==> src/rtl/uart_wb_master_pkg.sv <==
// Shared types and constants for the UART-driven Wishbone debug master.
package uart_wb_master_pkg;

    typedef enum logic [2:0] {
        IDLE,
        ADDR,
        DATA,
        BUS,
        RESP
    } state_e;

    localparam logic [7:0] CMD_WR  = 8'h57;
    localparam logic [7:0] CMD_RD  = 8'h52;
    localparam logic [7:0] RSP_ACK = 8'h06;
    localparam logic [7:0] RSP_NAK = 8'h15;

    localparam int ADR_W = 32;
    localparam int DAT_W = 32;
    localparam int SEL_W = 4;
    localparam int TMO_W = 16;

    // Single-byte responses ride in the top byte so the serialiser always sends MSB first.
    function automatic logic [DAT_W-1:0] rsp_word(input logic [7:0] rsp);
        return {rsp, 24'h00_0000};
    endfunction

endpackage

==> src/rtl/uart_wb_master_if.sv <==
// Byte-stream and Wishbone signals of the UART Wishbone master, bundled as one interface.
interface uart_wb_master_if;
    import uart_wb_master_pkg::*;

    logic [7:0]       rx_data_i;
    logic             rx_valid_i;
    logic             rx_ready_o;

    logic [7:0]       tx_data_o;
    logic             tx_valid_o;
    logic             tx_ready_i;

    logic             wbm_cyc_o;
    logic             wbm_stb_o;
    logic             wbm_we_o;
    logic [ADR_W-1:0] wbm_adr_o;
    logic [DAT_W-1:0] wbm_dat_o;
    logic [SEL_W-1:0] wbm_sel_o;
    logic             wbm_ack_i;
    logic [DAT_W-1:0] wbm_dat_i;

    logic             busy_o;

    modport master (
        input  rx_data_i, rx_valid_i, tx_ready_i, wbm_ack_i, wbm_dat_i,
        output rx_ready_o, tx_data_o, tx_valid_o,
        output wbm_cyc_o, wbm_stb_o, wbm_we_o, wbm_adr_o, wbm_dat_o, wbm_sel_o,
        output busy_o
    );

    modport slave (
        output rx_data_i, rx_valid_i, tx_ready_i, wbm_ack_i, wbm_dat_i,
        input  rx_ready_o, tx_data_o, tx_valid_o,
        input  wbm_cyc_o, wbm_stb_o, wbm_we_o, wbm_adr_o, wbm_dat_o, wbm_sel_o,
        input  busy_o
    );

endinterface

==> src/rtl/uart_wb_master_txser.sv <==
// Response serialiser: loads a 32-bit word with a 1- or 4-byte count and emits it MSB first
// over a valid/ready byte handshake, pulsing done_o as the final byte is accepted.
module uart_wb_master_txser
    import uart_wb_master_pkg::*;
(
    input  logic             clk_i,
    input  logic             rst_i,
    input  logic             load_i,
    input  logic [DAT_W-1:0] word_i,
    input  logic             four_i,
    output logic [7:0]       tx_data_o,
    output logic             tx_valid_o,
    input  logic             tx_ready_i,
    output logic             done_o
);

    logic [DAT_W-1:0] word_q, word_d;
    logic [2:0]       remain_q, remain_d;
    logic             valid_q, valid_d;

    always_comb begin
        word_d   = word_q;
        remain_d = remain_q;
        valid_d  = valid_q;
        done_o   = 1'b0;
        if (load_i) begin
            word_d   = word_i;
            remain_d = four_i ? 3'd4 : 3'd1;
            valid_d  = 1'b1;
        end else if (valid_q && tx_ready_i) begin
            word_d   = {word_q[DAT_W-9:0], 8'h00};
            remain_d = remain_q - 3'd1;
            if (remain_q == 3'd1) begin
                valid_d = 1'b0;
                done_o  = 1'b1;
            end
        end
    end

    always_ff @(posedge clk_i or posedge rst_i) begin
        if (rst_i) begin
            word_q   <= '0;
            remain_q <= '0;
            valid_q  <= 1'b0;
        end else begin
            word_q   <= word_d;
            remain_q <= remain_d;
            valid_q  <= valid_d;
        end
    end

    assign tx_data_o  = word_q[DAT_W-1:DAT_W-8];
    assign tx_valid_o = valid_q;

endmodule

==> src/rtl/uart_wb_master.sv <==
// UART byte-stream to Wishbone single-cycle master ('W' write / 'R' read commands).
// Optional ack timeout enabled with `define UART_WB_MASTER_TIMEOUT_EN.
module uart_wb_master
    import uart_wb_master_pkg::*;
#(
    parameter logic [SEL_W-1:0] SEL_DEFAULT    = 4'hF,
    parameter int               TIMEOUT_CYCLES = 255
) (
    input  logic             clk_i,
    input  logic             rst_i,
    uart_wb_master_if.master ifc
);

    if (TIMEOUT_CYCLES < 1 || TIMEOUT_CYCLES > 65535) begin : g_timeout_range
        $error("uart_wb_master: TIMEOUT_CYCLES must be within 1..65535");
    end

    state_e           state_q, state_d;
    logic [1:0]       cnt_q, cnt_d;
    logic [ADR_W-1:0] adr_q, adr_d;
    logic [DAT_W-1:0] dat_q, dat_d;
    logic [SEL_W-1:0] sel_q, sel_d;
    logic             we_q, we_d;
    logic             cyc_q, cyc_d;
    logic             stb_q, stb_d;
`ifdef UART_WB_MASTER_TIMEOUT_EN
    logic [TMO_W-1:0] tmo_q, tmo_d;
`endif

    logic             rx_ready;
    logic             rx_fire;
    logic             tx_load;
    logic [DAT_W-1:0] tx_word;
    logic             tx_four;
    logic             tx_done;
    logic [7:0]       tx_data;
    logic             tx_valid;

    assign rx_ready = (state_q == IDLE) || (state_q == ADDR) || (state_q == DATA);
    assign rx_fire  = ifc.rx_valid_i && rx_ready;

    always_comb begin
        state_d = state_q;
        cnt_d   = cnt_q;
        adr_d   = adr_q;
        dat_d   = dat_q;
        sel_d   = sel_q;
        we_d    = we_q;
        cyc_d   = cyc_q;
        stb_d   = stb_q;
        tx_load = 1'b0;
        tx_word = '0;
        tx_four = 1'b0;
`ifdef UART_WB_MASTER_TIMEOUT_EN
        tmo_d   = tmo_q;
`endif
        unique case (state_q)
            IDLE: begin
                if (rx_fire) begin
                    cnt_d = 2'd0;
                    if (ifc.rx_data_i == CMD_WR) begin
                        we_d    = 1'b1;
                        state_d = ADDR;
                    end else if (ifc.rx_data_i == CMD_RD) begin
                        we_d    = 1'b0;
                        state_d = ADDR;
                    end else begin
                        tx_load = 1'b1;
                        tx_word = rsp_word(RSP_NAK);
                        state_d = RESP;
                    end
                end
            end
            ADDR: begin
                if (rx_fire) begin
                    adr_d = {adr_q[ADR_W-9:0], ifc.rx_data_i};
                    cnt_d = cnt_q + 2'd1;
                    if (cnt_q == 2'd3) begin
                        if (we_q) begin
                            state_d = DATA;
                        end else begin
                            state_d = BUS;
                            cyc_d   = 1'b1;
                            stb_d   = 1'b1;
                            sel_d   = SEL_DEFAULT;
`ifdef UART_WB_MASTER_TIMEOUT_EN
                            tmo_d   = '0;
`endif
                        end
                    end
                end
            end
            DATA: begin
                if (rx_fire) begin
                    dat_d = {dat_q[DAT_W-9:0], ifc.rx_data_i};
                    cnt_d = cnt_q + 2'd1;
                    if (cnt_q == 2'd3) begin
                        state_d = BUS;
                        cyc_d   = 1'b1;
                        stb_d   = 1'b1;
                        sel_d   = SEL_DEFAULT;
`ifdef UART_WB_MASTER_TIMEOUT_EN
                        tmo_d   = '0;
`endif
                    end
                end
            end
            BUS: begin
                // Ack on the very first BUS cycle is honoured, giving one-cycle minimum latency.
                if (ifc.wbm_ack_i) begin
                    cyc_d   = 1'b0;
                    stb_d   = 1'b0;
                    sel_d   = '0;
                    tx_load = 1'b1;
                    tx_word = we_q ? rsp_word(RSP_ACK) : ifc.wbm_dat_i;
                    tx_four = !we_q;
                    state_d = RESP;
                end
`ifdef UART_WB_MASTER_TIMEOUT_EN
                else if (tmo_q == TMO_W'(TIMEOUT_CYCLES - 1)) begin
                    cyc_d   = 1'b0;
                    stb_d   = 1'b0;
                    sel_d   = '0;
                    tx_load = 1'b1;
                    tx_word = rsp_word(RSP_NAK);
                    state_d = RESP;
                end else begin
                    tmo_d = tmo_q + TMO_W'(1);
                end
`endif
            end
            RESP: begin
                if (tx_done) begin
                    state_d = IDLE;
                end
            end
            default: begin
                state_d = IDLE;
            end
        endcase
    end

    always_ff @(posedge clk_i or posedge rst_i) begin
        if (rst_i) begin
            state_q <= IDLE;
            cnt_q   <= '0;
            adr_q   <= '0;
            dat_q   <= '0;
            sel_q   <= '0;
            we_q    <= 1'b0;
            cyc_q   <= 1'b0;
            stb_q   <= 1'b0;
`ifdef UART_WB_MASTER_TIMEOUT_EN
            tmo_q   <= '0;
`endif
        end else begin
            state_q <= state_d;
            cnt_q   <= cnt_d;
            adr_q   <= adr_d;
            dat_q   <= dat_d;
            sel_q   <= sel_d;
            we_q    <= we_d;
            cyc_q   <= cyc_d;
            stb_q   <= stb_d;
`ifdef UART_WB_MASTER_TIMEOUT_EN
            tmo_q   <= tmo_d;
`endif
        end
    end

    uart_wb_master_txser u_txser (
        .clk_i      (clk_i),
        .rst_i      (rst_i),
        .load_i     (tx_load),
        .word_i     (tx_word),
        .four_i     (tx_four),
        .tx_data_o  (tx_data),
        .tx_valid_o (tx_valid),
        .tx_ready_i (ifc.tx_ready_i),
        .done_o     (tx_done)
    );

    assign ifc.rx_ready_o = rx_ready;
    assign ifc.tx_data_o  = tx_data;
    assign ifc.tx_valid_o = tx_valid;
    assign ifc.wbm_cyc_o  = cyc_q;
    assign ifc.wbm_stb_o  = stb_q;
    assign ifc.wbm_we_o   = we_q;
    assign ifc.wbm_adr_o  = adr_q;
    assign ifc.wbm_dat_o  = dat_q;
    assign ifc.wbm_sel_o  = sel_q;
    assign ifc.busy_o     = (state_q != IDLE);

endmodule

==> src/flat_wrapper.sv <==
// flat-port wrapper written by rule: the top's interface ports become plain ports
module uart_wb_master_flat import uart_wb_master_pkg::*;
#(
    parameter logic [SEL_W-1:0] SEL_DEFAULT    = 4'hF,
    parameter int               TIMEOUT_CYCLES = 255
)
  (clk_i, rst_i, ifc_rx_data_i, ifc_rx_valid_i, ifc_tx_ready_i, ifc_wbm_ack_i, ifc_wbm_dat_i, ifc_rx_ready_o, ifc_tx_data_o, ifc_tx_valid_o, ifc_wbm_cyc_o, ifc_wbm_stb_o, ifc_wbm_we_o, ifc_wbm_adr_o, ifc_wbm_dat_o, ifc_wbm_sel_o, ifc_busy_o);
  uart_wb_master_if ifc_i ();
  input  logic clk_i;
  input  logic rst_i;
  input wire logic [$bits(ifc_i.rx_data_i)-1:0] ifc_rx_data_i;
  input wire logic [$bits(ifc_i.rx_valid_i)-1:0] ifc_rx_valid_i;
  input wire logic [$bits(ifc_i.tx_ready_i)-1:0] ifc_tx_ready_i;
  input wire logic [$bits(ifc_i.wbm_ack_i)-1:0] ifc_wbm_ack_i;
  input wire logic [$bits(ifc_i.wbm_dat_i)-1:0] ifc_wbm_dat_i;
  output wire logic [$bits(ifc_i.rx_ready_o)-1:0] ifc_rx_ready_o;
  output wire logic [$bits(ifc_i.tx_data_o)-1:0] ifc_tx_data_o;
  output wire logic [$bits(ifc_i.tx_valid_o)-1:0] ifc_tx_valid_o;
  output wire logic [$bits(ifc_i.wbm_cyc_o)-1:0] ifc_wbm_cyc_o;
  output wire logic [$bits(ifc_i.wbm_stb_o)-1:0] ifc_wbm_stb_o;
  output wire logic [$bits(ifc_i.wbm_we_o)-1:0] ifc_wbm_we_o;
  output wire logic [$bits(ifc_i.wbm_adr_o)-1:0] ifc_wbm_adr_o;
  output wire logic [$bits(ifc_i.wbm_dat_o)-1:0] ifc_wbm_dat_o;
  output wire logic [$bits(ifc_i.wbm_sel_o)-1:0] ifc_wbm_sel_o;
  output wire logic [$bits(ifc_i.busy_o)-1:0] ifc_busy_o;
  assign ifc_i.rx_data_i = ifc_rx_data_i;
  assign ifc_i.rx_valid_i = ifc_rx_valid_i;
  assign ifc_i.tx_ready_i = ifc_tx_ready_i;
  assign ifc_i.wbm_ack_i = ifc_wbm_ack_i;
  assign ifc_i.wbm_dat_i = ifc_wbm_dat_i;
  assign ifc_rx_ready_o = ifc_i.rx_ready_o;
  assign ifc_tx_data_o = ifc_i.tx_data_o;
  assign ifc_tx_valid_o = ifc_i.tx_valid_o;
  assign ifc_wbm_cyc_o = ifc_i.wbm_cyc_o;
  assign ifc_wbm_stb_o = ifc_i.wbm_stb_o;
  assign ifc_wbm_we_o = ifc_i.wbm_we_o;
  assign ifc_wbm_adr_o = ifc_i.wbm_adr_o;
  assign ifc_wbm_dat_o = ifc_i.wbm_dat_o;
  assign ifc_wbm_sel_o = ifc_i.wbm_sel_o;
  assign ifc_busy_o = ifc_i.busy_o;
  uart_wb_master #(.SEL_DEFAULT(SEL_DEFAULT), .TIMEOUT_CYCLES(TIMEOUT_CYCLES)) u_core (.clk_i(clk_i), .rst_i(rst_i), .ifc(ifc_i));
endmodule
==> config.mk <==
export PLATFORM = sky130hd
export DESIGN_NAME = uart_wb_master_flat
export DESIGN_NICKNAME = d
export VERILOG_FILES = /design/src/rtl/uart_wb_master_pkg.sv /design/src/rtl/uart_wb_master_if.sv /design/src/rtl/uart_wb_master_txser.sv /design/src/rtl/uart_wb_master.sv /design/src/flat_wrapper.sv
export SDC_FILE = /design/constraint.sdc
export NUM_CORES = 1
export LEC_CHECK = 0
export CAP_MARGIN = 15
export CORE_MARGIN = 5
export CORE_UTILIZATION = 46
export CTS_BUF_LIST = sky130_fd_sc_hd__clkbuf_8
export DETAILED_ROUTE_END_ITERATION = 12
export GPL_TIMING_DRIVEN = 0
export PLACE_DENSITY = 0.79
export SETUP_SLACK_MARGIN = 0.02
export SYNTH_ARGS = -nofsm -noshare
export SYNTH_HDL_FRONTEND = slang
export SYNTH_HIERARCHICAL = 1
export SYNTH_SLANG_ARGS = --single-unit
==> constraint.sdc <==
create_clock -name clk_i -period 2.47 [get_ports clk_i]
set_input_delay 0.247 -clock clk_i [delete_from_list [all_inputs] [get_ports clk_i]]
set_output_delay 0.247 -clock clk_i [all_outputs]
set_load 0.01 [all_outputs]
; Yosys cells after proc, flatten, opt, wreduce, memory -nomap -nowiden
; Index checks and enable logic that the tools add are counted.
[word_totals]
ff_bits = 111
[classes]
n_mux = 54
n_reduce_logical = 20
addsub = 2
eq_ne = 17
[ops]
columns = operator, count
row1 = $mux 32, 6
row2 = $pmux 32 s2, 1
row3 = $mux 3, 12
row4 = $mux 29, 1
row5 = $mux 4, 6
row6 = $mux 1, 21
row7 = $eq 8x7->1 const B, 2
row8 = $pmux 3 s5, 1
row9 = $reduce_and 7->1, 2
row10 = $pmux 4 s3, 1
row11 = $ne 2x1->1 const B, 5
row12 = $ne 2x2->1 const B, 4
row13 = $reduce_bool 2->1, 4
row14 = $eq 3x1->1 const B, 2
row15 = $eq 3x2->1 const B, 2
row16 = $reduce_and 2->1, 3
row17 = $reduce_and 3->1, 2
row18 = $reduce_bool 3->1, 2
row19 = $mux 2, 2
row20 = $pmux 2 s2, 1
row21 = $eq 3x3->1 const B, 1
row22 = $logic_not 3->1, 1
row23 = $pmux 1 s3, 1
row24 = $sub 3x1->3 const B, 1
row25 = 7 further kinds, 9

; Logic depth before layout (Yosys ltp)
; Gate-level depths: netlist (run 1).
[logic_depth]
word_depth = 9
ltp_mapped = 9

; Cells and area by module
; Netlist (run 1), hierarchy kept.
[modules_own_cells]
columns = mod, instances, area_per_inst_um2, cells_per_inst, seq_area_each_um2
row1 = uart_wb_master, 1, 3208.1, 241, 1776.7
row2 = uart_wb_master_txser, 1, 1699.1, 168, 900.9

; Worst setup path before layout (run 1)
; Ideal clock, no wire load.
[synth_path]
path_type = reg2reg
startpoint = register u_core.state_q[1]
endpoint = register u_core.state_q[2]
setup_time_ns = 0.069
synth_period_minus_slack_ns = 2.290
path_stages_with_launch = 10
n_path_buf = 3
arrival_time_ns = 2.221
path_slack_ns = 0.180
path_cell_list = dfrtp_1 buf_2 nor4b_4 nand2_1 nand2_1 buf_2 clkbuf_1 nor3b_1 or4b_2 nand3_1
[synth_via]
elab_chain_len = 9
elab_cells_between_ends = 20
classes_between = eq/ne (11) / mux (4) / reduce/logical (5)
[synth_rtl]
columns = item, line_no
row1 = start: declaration, uart_wb_master.sv:18  ; state_e state_q, state_d;
row2 = start signal: assignment, uart_wb_master.sv:157  ; state_q <= state_d;
row3 = $eq 3x1->1 or $logic_not 3->1 (tied branches), "uart_wb_master.sv:39, uart_wb_master.sv:57"
row4 = $logic_or 1x1->1 (2 in a row), uart_wb_master.sv:39  ; assign rx_ready = (state_q == IDLE) || (state_q == ADDR) || (state_q == DATA);
row5 = $logic_and 1x1->1, uart_wb_master.sv:40  ; assign rx_fire = ifc.rx_valid_i && rx_ready;
row6 = $mux 1, uart_wb_master.sv:59  ; if (rx_fire) begin
row7 = $pmux 1 s2 (*), uart_wb_master.sv:57  ; unique case (state_q)
row8 = named net u_core.tx_load, uart_wb_master.sv:32  ; logic tx_load;
row9 = $mux 1 (*), uart_wb_master_txser.sv:26  ; if (load_i) begin
row10 = named net u_core.tx_done, uart_wb_master.sv:35  ; logic tx_done;
row11 = $ne 2x1->1 (no line) (*), --
row12 = $reduce_and 7->1 (no line) (*), --
; Mark *: on every way through the listed nets, which the timed path passes. The rest lies on a longest branch.
; A chain may end at the register's enable or synchronous reset.

; Final worst setup path (run 1)
[layout_path]
startpoint = register u_core.state_q[1]
endpoint = output ifc_busy_o
[layout_via]
elab_chain_len = 1
[layout_rtl]
columns = item, line_no
row1 = $reduce_bool 3->1, uart_wb_master.sv:192  ; assign ifc.busy_o = (state_q != IDLE);
row2 = end: declaration, flat_wrapper.sv:25  ; output wire logic [$bits(ifc_i.busy_o)-1:0] ifc_busy_o;
; Every way passes these cells.

==> results.toml, run 1 <==
[worst_setup_path]
crit_path_cell_trace = "buf_2 > buf_2 > or3_1 > clkdlybuf4s50_1"
critPathTopFamily = "buffers and inverters"
cp-end-kind = "output port"
worst_path_most_repeated_cell = "buf_2"
cp_max_fo = 10
regToRegSetupSlack_ns = 0.30
critical_path_required_ns = 2.22
crit_slowest_cell = "clkdlybuf4s50_1"
r2r-start = "u_core/state_q[0]"
critPathBufInv = 3
crit_path_start_kind = "flip-flop"
critical_path_class = "reg -> out"
cp-startpoint = "u_core/state_q[1]"
max_stage_delay_ns = 0.49
crit_arrival_ns = 2.05

[floorplan]
io_pins = 127
die-area_sq_mm = 0.0128
core_area_sq_mm = 0.0104
start_util = 0.473
num_rows = 37
fp.dieW_microns = 113
fp.dieH_microns = 113

[global_route]
grt_overflow_total = 0
grt_use_total = 0.193
antenna_found_initial = 0
grt_pass1_vias = 3857
grt_pass1_wl_microns = 19900
grt_max_degree = 72

[routing]
wl_per_cell_microns = 17.5
drc = 0
ant_nets = 0
finalWirelength_microns = 12100
viasPerCell = 5.05
initialDrtViolationCount = 163
vias = 3481
dr.pass1.iters = 4

[yosys]
synth_top_area_frac = 0.546
synth_compound_area_frac = 0.0612
yosysWarnings = 6
synth-adder-area-share = 0.00765
ys_ff_latch = 107
ys.flop_type = "dfrtp_1"
synthesis.instances = 409
synth_top_family_by_area = "multiplexers"
synth_nets = 457
synth_area_leaders = "dfrtp_1 (55%), mux2_2 (14%), mux2i_1 (5.3%), nand2_1 (3.7%), and2_1 (3.6%)"
synth_xor_area_frac = 0.00535
synthTopCellsByCount = "dfrtp_1 (107), mux2_2 (60), nand2_1 (49)"
async_flop_share = 1.00
muxShareOfSynthArea = 0.200
syn_avg_cell_area_sq_um = 12.0
synth_top_cell_by_area = "dfrtp_1"
ys_types = 46
synth_seq_area_share = 0.546
yosys.area_share.simple = 0.125
yosysMostFrequentCell = "dfrtp_1"
syn_area_sq_mm = 0.00491
synth_edf_count = 0

[place]
place.gp.congestion = 0.814
dpl.cell_count = 672
hpwl_microns = 8770
io_buffer_count = 126
post-place-ws_ns = -0.630

[sta]
layout_setup_ws_ns = 0.178
clock_skew_ns = 0.0112
tns_ns = 0
period_share = 0.928
setup_viol = 0
grt_setup_unrepaired = "no"
final-hold-violation-count = 0
fmax_ghz = 0.436
min_period_ns = 2.29
max_slew.worst_pin.slew_ns = 0.865
slew_headroom = 0.423
maxSlewViolCount = 0

[power_and_ir_drop]
ir_drop_mv = 0.313
leakage_nw = 3.07
power_density_mw_per_mm2 = 560

[finish]
antenna_cells = 0
final_nets = 596
stdcell_count = 689
fin_util = 0.635
areaGrowthSynthToFinish_pct = 34.1
drive_above_1_share = 0.213

[clock_network]
clk_path_buf_depth = 2
cts_root_buf = "clkbuf_8"
cts_inserted_buffers = 9
cts.sinks = 107
clk_pin_slew_worst_paths_ns = 0.11
clk-insertion-delay-late_ns = 0.35
cts_tree = "built"
htree_num_levels = 3

[worst_hold_path]
hp-class = "in -> async"

[run]
cap_violations = 0

[run_status]
status = "finished clean"
## what timing repair did
item / CTS / global route
setup endpoints to repair: 1 / 36
setup buffers: 0 / 2
gates resized for setup: 0 / 4
hold buffers: 0 / 0
pin swaps: 0 / 3
## logic make-up (layout without fill, tap and decap cells)
family / Yosys count / after routing
simple gates: 111 / 111
flops: 107 / 107
mux: 90 / 90
compound gates: 53 / 53
buf+inv: 42 / 186
fa+ha+maj: 3 / 3
xor+xnor: 3 / 3
## path summary, 6_finish.rpt
check                                            end  cells past startpoint
setup / recovery                          ifc_busy_o                      4
setup reg to reg                   u_core/state_q[2]                      8
hold / removal             u_core/u_txser/word_q[31]                      2
hold reg to reg             u_core/ifc.wbm_adr_o[29]                      1
max in group asynchronous            u_core/cnt_q[1]                      2
min in group clk_i          u_core/ifc.wbm_adr_o[29]                      1
## worst register-to-register path, delay by kind of cell, from the launching register on
kind | cells | cell delay, ns
flip-flops | 1 | 0.42
buffers and inverters | 2 | 0.41
AND/OR/NAND/NOR | 6 | 1.29
## metrics by stage
stage                     instance area (sq um)  hold WS [ns]  total power (W)
after global routing                       6580         0.453          0.00388
final                                      6580         0.412          0.00368
after floorplan                            4910         0.358          0.00235
after global placement                     6340         0.471          0.00264
after detailed placement                   6370         0.490          0.00267
after CTS                                  6560         0.411          0.00371
## power breakdown
part | switching, W | total [W] | internal [W]
clock | 0.000603 | 0.00104 | 0.000437
sequential | 0.0000564 | 0.00187 | 0.00181
combinational | 0.000394 | 0.000772 | 0.000378
## per-layer routing
metal / share of wire / GRT usage / vias up
met5: 0 / 0 / -
met4: 0.0080 / 0.0401 / 0
met3: 0.098 / 0.0834 / 8
met2: 0.47 / 0.312 / 112
met1: 0.42 / 0.243 / 1694
li1: - / - / 1667
## area by class of cell
type / instances / area [sq um]
plain buffers: 36 / 253
clock buffers: 11 / 151
repair buffers: 129 / 1300
flip-flops and latches: 107 / 2680
fillers: 837 / 3790
multi-input cells: 260 / 1960
inverters: 5 / 21.3
clock inverters: 5 / 45.0
well taps: 136 / 170
## flip-flops by register name, indices dropped and copies added (netlist names)
name / cells
u_core/cnt_q: 2
u_core/ifc.wbm_adr_o: 32
u_core/ifc.wbm_we_o: 1
u_core/ifc.wbm_dat_o: 32
u_core/ifc.wbm_sel_o: 1
u_core/state_q: 3
u_core/u_txser/remain_q: 3
u_core/u_txser/tx_valid_o: 1
u_core/u_txser/word_q: 32
## layout by cell type (no fill, tap or decap), types with 11 or more instances in the layout
cell type,netlist,final
buf_4,16,19
nand2_1,49,49
clkdlybuf4s50_1,0,126
and2_1,28,28
o21ai_1,33,33
mux2_2,60,60
mux2i_1,26,26
clkbuf_8,0,11
dfrtp_1,107,107
(Power assumes the default switching activity.)
==> run 2, diff against run 1 <==
- SKIP_CTS_REPAIR_TIMING: unset -> 1
- SLEW_MARGIN: unset -> 40
==> run 2 against run 1 <==
Total power grew 2.0%. Die area unchanged. Clock skew is 0.0045 ns higher. Critical endpoint unchanged. Largest cell class unchanged.
==> results.toml, run 2 (same netlist as run 1, synthesis figures left out) <==
[routing]
drc = 0
viasPerCell = 5.13
dr.pass1.iters = 7
finalWirelength_microns = 12100
vias = 3543
initialDrtViolationCount = 191
ant_nets = 0
wl_per_cell_microns = 17.6

[sta]
slew_headroom = 0.589
grt_setup_unrepaired = "no"
maxSlewViolCount = 0
final-hold-violation-count = 0
period_share = 0.934
clock_skew_ns = 0.0156
setup_viol = 0
fmax_ghz = 0.433
min_period_ns = 2.31
max_slew.worst_pin.slew_ns = 0.615
fin_hold_ws_ns = 0.240

[power_and_ir_drop]
pwr-share-clk = 0.295
ir_drop_mv = 0.291
pwr-share-seq = 0.498
pwr-share-comb = 0.207
p_sw_w = 0.00108
power.total_w = 0.00376
leakage_nw = 3.10
power_density_mw_per_mm2 = 569
p_int_w = 0.00268
p_sw_frac = 0.287

[floorplan]
core_area_sq_mm = 0.0104
start_util = 0.473
io_pins = 127
fp.dieH_microns = 113
num_rows = 37
die-area_sq_mm = 0.0128
fp.dieW_microns = 113

[place]
dpl.cell_count = 672
hpwl_microns = 8790
place.gp.congestion = 0.814
io_buffer_count = 126

[clock_network]
cts_tree = "built"
htree_num_levels = 3
cts.sinks = 107
cts_root_buf = "clkbuf_8"
clk_path_buf_depth = 2
cts_inserted_buffers = 9
clk_pin_slew_worst_paths_ns = 0.11
clk-insertion-delay-late_ns = 0.36

[worst_setup_path]
cp-end-kind = "output port"
crit_path_start_kind = "flip-flop"
critical_path_required_ns = 2.22
critical_path_class = "reg -> out"
cp_max_fo = 10
crit_arrival_ns = 2.06

[run]
cap_violations = 0

[run_status]
status = "finished clean"

[worst_hold_path]
hp-class = "in -> async"

[finish]
final_nets = 597
fillers = 868
multiInputGateArea_sq_mm = 0.00196
areaGrowthSynthToFinish_pct = 34.6
fin_util = 0.637
layout.area.seq_sq_mm = 0.00268
stdcell_count = 690
final_cell_mix = "clkdlybuf4s50_1 (124), dfrtp_1 (107), mux2_2 (60)"
antenna_cells = 0
layout_commonest_cell = "clkdlybuf4s50_1"
drive_above_1_share = 0.215

[global_route]
grt_overflow_total = 0
grt_use_total = 0.195
grt_max_degree = 50
grt_pass1_vias = 3918
antenna_found_initial = 0
grt_pass1_wl_microns = 19900
-- run 2: final timing paths --
kind / cells past startpoint / to / start / slack, ns
min in group clk_i: 2 / u_core/ifc.wbm_adr_o[0] / ifc_rx_data_i[0] / 0.29
min: 2 / u_core/ifc.wbm_adr_o[24] / rst_i / 0.24
min reg2reg: 1 / u_core/ifc.wbm_dat_o[24] / u_core/ifc.wbm_dat_o[24] / 0.52
max: 4 / ifc_busy_o / u_core/state_q[1] / 0.16
max reg2reg: 9 / u_core/state_q[2] / u_core/state_q[0] / 0.18
max in group asynchronous: 2 / u_core/u_txser/word_q[5] / rst_i / 1.70
-- run 2: area by class of cell --
type,instances,area share
buffer,37,0.0394
clock buffer,9,0.0188
sequential,107,0.405
multi-input combinational,260,0.296
inverter,5,0.00379
clock inverter,7,0.0123
timing repair buffer,129,0.198
tap,136,0.0258
-- run 2: worst max-delay path, cell delays in order, from the launching register on --
cell and delay, ns:
dfrtp_1 0.44, buf_2 0.21, buf_2 0.20, or3_1 0.36, clkdlybuf4s50_1 0.49
-- run 2: power by group through the flow --
stage	clock [W]	combinational [W]	sequential [W]
2_1_floorplan	0	0.000446	0.00190
4_1_cts	0.00114	0.000772	0.00187
3_3_place_gp	0	0.000741	0.00190
3_5_place_dp	0	0.000767	0.00190
6_report	0.00111	0.000778	0.00187
5_1_grt	0.00122	0.000842	0.00188
-- run 2: metrics by stage --
stage               setup TNS, ns  worst slack [ns]  area (sq um)
floorplan                       0             0.180          4910
global placement           -53.43            -0.724          6340
detailed placement          -3.29            -0.625          6370
CTS                        -0.273            -0.273          6580
global route                    0            0.0254          6610
finish                          0             0.163          6610
-- run 2: per-layer routing --
layer / global-route usage / part of all wire
met5: 0 / 0
met4: 0.0513 / 0.0097
met3: 0.0765 / 0.10
met2: 0.318 / 0.47
met1: 0.243 / 0.42
==> run 3, diff against run 2 <==
- CAP_MARGIN: 15 -> unset
==> results of run 3 <==
The final DEF is identical to that of run 2; final timing and power are the same.
